==> config.mk <==
export PLATFORM = sky130hd
export DESIGN_NAME = reg_file_wb
export DESIGN_NICKNAME = d
export VERILOG_FILES = /design/src/rtl/reg_file_wb.sv
export SDC_FILE = /design/constraint.sdc
export NUM_CORES = 2
export LEC_CHECK = 0
export CAP_MARGIN = 20
export CORE_MARGIN = 4
export CORE_UTILIZATION = 59
export DETAILED_ROUTE_END_ITERATION = 7
export MAX_ROUTING_LAYER = met4
export PLACE_DENSITY = 0.81
export SYNTH_ARGS = -nofsm -noshare
export SYNTH_HDL_FRONTEND = slang
export SYNTH_SLANG_ARGS = --single-unit
==> constraint.sdc <==
create_clock -name clk -period 5.97 [get_ports clk]
set_input_delay 1.194 -clock clk [delete_from_list [all_inputs] [get_ports clk]]
set_output_delay 1.194 -clock clk [all_outputs]
set_load 0.005 [all_outputs]
==> src/rtl/reg_file_wb.sv <==
// reg_file_wb: MIPS register file with same-cycle write-back bypass and a
// pending-write scoreboard that raises a decode stall on RAW/WAW hazards.
module reg_file_wb #(
  parameter int DATA_W = 32,
  parameter int NREG   = 32
) (
  input  logic              clk,
  input  logic              reset,
  input  logic [4:0]        rs_addr,
  input  logic [4:0]        rt_addr,
  input  logic              rs_used,
  input  logic              rt_used,
  output logic [DATA_W-1:0] rs_data,
  output logic [DATA_W-1:0] rt_data,
  input  logic              iss_valid,
  input  logic [4:0]        iss_dest,
  input  logic              wr_en,
  input  logic [4:0]        wr_addr,
  input  logic [DATA_W-1:0] wr_data,
  output logic              stall,
  output logic [NREG-1:0]   busy
);

  logic [DATA_W-1:0] r_regs [NREG];
  logic [NREG-1:0]   r_busy;
  logic [NREG-1:0]   w_busy_set;
  logic [NREG-1:0]   w_busy_clr;
  logic [NREG-1:0]   w_busy_nxt;
  logic              w_rs_byp;
  logic              w_rt_byp;
  logic              w_dest_byp;
  logic              w_rs_hz;
  logic              w_rt_hz;
  logic              w_waw_hz;
  logic              w_stall;

  // A write-back matching a source/destination this cycle both forwards data
  // and retires the pending bit, so it also cancels the matching hazard.
  always_comb begin
    w_rs_byp   = wr_en && (wr_addr == rs_addr);
    w_rt_byp   = wr_en && (wr_addr == rt_addr);
    w_dest_byp = wr_en && (wr_addr == iss_dest);
  end

  // Combinational source reads: $zero and reset force 0, otherwise bypass or array.
  always_comb begin
    rs_data = '0;
    rt_data = '0;
    if (!reset && (rs_addr != '0))
      rs_data = w_rs_byp ? wr_data : r_regs[rs_addr];
    if (!reset && (rt_addr != '0))
      rt_data = w_rt_byp ? wr_data : r_regs[rt_addr];
  end

  // RAW on either used source, WAW on the issuing destination; masked in reset.
  always_comb begin
    w_rs_hz  = rs_used   && r_busy[rs_addr]  && !w_rs_byp;
    w_rt_hz  = rt_used   && r_busy[rt_addr]  && !w_rt_byp;
    w_waw_hz = iss_valid && r_busy[iss_dest] && !w_dest_byp;
    w_stall  = !reset && (w_rs_hz || w_rt_hz || w_waw_hz);
    stall    = w_stall;
  end

  // Scoreboard next state: accepted issue sets, write-back clears, set wins.
  always_comb begin
    w_busy_set = '0;
    w_busy_clr = '0;
    for (int unsigned i = 1; i < NREG; i++) begin
      w_busy_set[i] = iss_valid && !w_stall && (iss_dest == 5'(i));
      w_busy_clr[i] = wr_en && (wr_addr == 5'(i));
    end
    w_busy_nxt    = (r_busy & ~w_busy_clr) | w_busy_set;
    w_busy_nxt[0] = 1'b0;
  end

  // Register array: cleared on reset, write-back to $zero dropped.
  always_ff @(posedge clk) begin
    if (reset) begin
      for (int unsigned i = 0; i < NREG; i++)
        r_regs[i] <= '0;
    end else if (wr_en && (wr_addr != '0)) begin
      r_regs[wr_addr] <= wr_data;
    end
  end

  // Pending-write bits: reset discards everything in flight.
  always_ff @(posedge clk) begin
    if (reset)
      r_busy <= '0;
    else
      r_busy <= w_busy_nxt;
  end

  assign busy = r_busy;

endmodule

==> impl_metrics.toml <==
[cells_and_area]
fill_cells = 6401
fin_area_um2 = 64700
fin_nets = 4010
drive_gt1_share_pct = 21.8
fin_cells = 5332
areaGrowthSynthToFinish_pct = 12.7

[sta]
timing.final.crit_share_pct = 93.1
clock_skew_ns = 0.00483
slew_violations = 0
worst_slew_pin_slew_ns = 1.10
clock.fmax_mhz = 180
layout_min_cycle_time_ns = 5.56
setup_viol_count_final = 0
hold_viol_final = 0
rsz0062_at_grt = "false"
post-route-worst-setup-slack_ns = 0.412
slew_headroom_pct = 26.7
tns_ns = 0

[clocking]
cts-root-buf = "clkbuf_16"
clock-sinks = 1055
tritoncts = "done"
insertion_delay_ns = 0.68
holdBufCountCts = 0
ctsLongestPathBuffers = 3
clk_pin_slew_ns = 0.06
cts_buffers = 109
postCtsSetupRepairBufs = 0
htree_levels = 3
cts_resized = 0

[placed_design]
post_dp_cell_area_um2 = 61300
place_hpwl_um = 108000
post-place-ws_ns = 0.472
dpl.cell_count = 5117
io_buffers = 153
gp_congestion = 0.905

[run]
drv_cap = 0

[yosys]
synthFlopType = "edfxtp_1"
synth_most_common_cell = "edfxtp_1"
synth_edf_count = 1024
syn_inst = 3926
yosysWarningCount = 0
synth_top_area_share_pct = 53.5
synthTopCellsByCount = "edfxtp_1 (1024), and2_1 (992), mux4_2 (467)"
ys_seq_area_share_pct = 54.6
synthTopCellsByArea = "edfxtp_1 (54%), mux4_2 (18%), and2_1 (11%), mux2i_1 (5.1%), clkbuf_1 (2.2%)"
yosys.area.top_type = "edfxtp_1"
synth.distinct_cells = 54
netlist_area_um2 = 57500
synth.avg_cell_area_um2 = 14.6
async_reset_ff_share_pct = 0
synth_seq_cells = 1055

[floorplan]
std_cell_rows = 114
die_h_um = 320
pin_count = 155
die_x_um = 320
coreArea_um2 = 96700
start_util_pct = 59.4
dieArea_um2 = 102000

[outcome]
status = "complete, no violations"

[power]
leakage_nw = 22.3
power_density_nw_per_um2 = 273
vdd_drop_max_mv = 0.238
power_mw = 17.7

[setup_path]
crit_fanout = 28
worst_setup_path_startpoint = "wr_addr[1]"
start_kind = "input port"
reg2reg_depth = 7
regToRegStartpoint = "busy[19]"
required_ns = 4.78
reg2reg_slack_ns = 3.49
cp-end-kind = "output port"
arrival_ns = 4.36
reg2reg_to = "busy[1]"
critPathKind = "in2out"
endpoint = "rs_data[17]"

[min_path]
hp-start = "busy[27]"
worst_hold_path.num_cells = 2
holdCritPathClass = "reg2reg"

[drt]
drtPass1Iterations = 8
wl_per_cell_um = 35.9
drc = 0
routed_wl_um = 192000
drtAntennaViolNets = 0
route.vias.total = 39847
initialDrtViolationCount = 7567
vias_per_cell = 7.47

[grt]
grt_max_degree = 76
grt_first_pass_wirelength_um = 272000
antenna_found_initial = 14
grt_pass1_vias = 38969
overflow = 0
grt_usage_pct = 38.1
[through the flow]
step / util [%] / hold slack, ns
2_1_floorplan: - / 0.500
3_3_place_gp: 63.4 / 0.548
3_5_place_dp: 63.4 / 0.557
4_1_cts: 66.9 / 0.565
5_1_grt: 66.9 / 0.598
6_report: 67.0 / 0.565
[flip-flops by register name (all words and copies together), names as in the netlist]
register,flops
r_regs,1024
busy,31
[power breakdown]
part           leakage [nW]  switching (mW)  internal [mW]
Clock                  1.64            2.91           3.72
Sequential             10.0           0.213           8.52
Combinational          10.7            1.31           1.01
Total                  22.3            4.43           13.3
[worst min path at each step]
stage                           to  slack, ns
final                     busy[27]       0.57
after global routing      busy[29]       0.60
after CTS                 busy[27]       0.57
after detailed placement  busy[27]       0.56
after global placement    busy[27]       0.55
after floorplan            busy[1]       0.50
[metal layers]
metal / global-route usage, % / share of wire, % / up-vias
met5: - / 0 / -
met4: 23.2 / 7.3 / 0
met3: 10.0 / 15 / 938
met2: 56.8 / 46 / 3888
met1: 47.2 / 32 / 19629
li1: - / - / 15392
[worst max-delay path: stages]
cell and delay, ns:
clkdlybuf4s50_1 0.56, xor2_1 0.21, nor4_1 0.49, nand3_4 0.41, buf_12 0.31, a211oi_1 0.55, clkdlybuf4s50_1 0.62
[cell families (layout without fill, tap and decap cells)]
| family | count (synthesis) | count (layout) | share of synthesized area, % |
|---|---|---|---|
| xor gates and xnor gates | 15 | 15 | 0.229 |
| DFF | 1055 | 1055 | 54.6 |
| and+or+nand+nor | 1216 | 1216 | 12.7 |
| muxes | 767 | 767 | 23.5 |
| AOI/OAI and AO/OA | 421 | 421 | 5.65 |
| buffers and inverters | 451 | 530 | 3.23 |
| other | 1 | 52 | 0.00653 |
[cell usage in the layout, fill, tap and decap left out, types with 12 or more instances in the layout]
master	n
o21ai_0	69
clkinv_1	24
o211ai_1	13
and2_1	992
o311ai_0	18
conb_1	33
a221oi_1	129
or3_1	12
buf_4	130
mux4_2	467
diode_2	19
o21ai_4	24
clkdlybuf4s50_1	143
a22oi_1	64
or2_2	14
nand2_1	24
mux2i_1	295
clkbuf_1	30
dfxtp_1	31
nor2_4	20
nor2_1	37
nand3_1	73
a32o_1	28
a211oi_1	34
edfxtp_1	1024
clkinv_2	13
buf_12	49
o41ai_1	20
clkbuf_16	109
[cell type report]
class | instances | area, µm² | share of cell area, %
Multi-Input combinational cell | 2452 | 24900 | 38.4
Sequential cell | 1055 | 31400 | 48.5
Antenna cell | 19 | 47.5 | 0.0734
Inverter | 6 | 23.8 | 0.0367
Tap cell | 1276 | 1600 | 2.47
Timing Repair Buffer | 328 | 3460 | 5.35
Clock inverter | 54 | 500 | 0.773
Clock buffer | 142 | 2870 | 4.44
(Power assumes the default switching activity.)
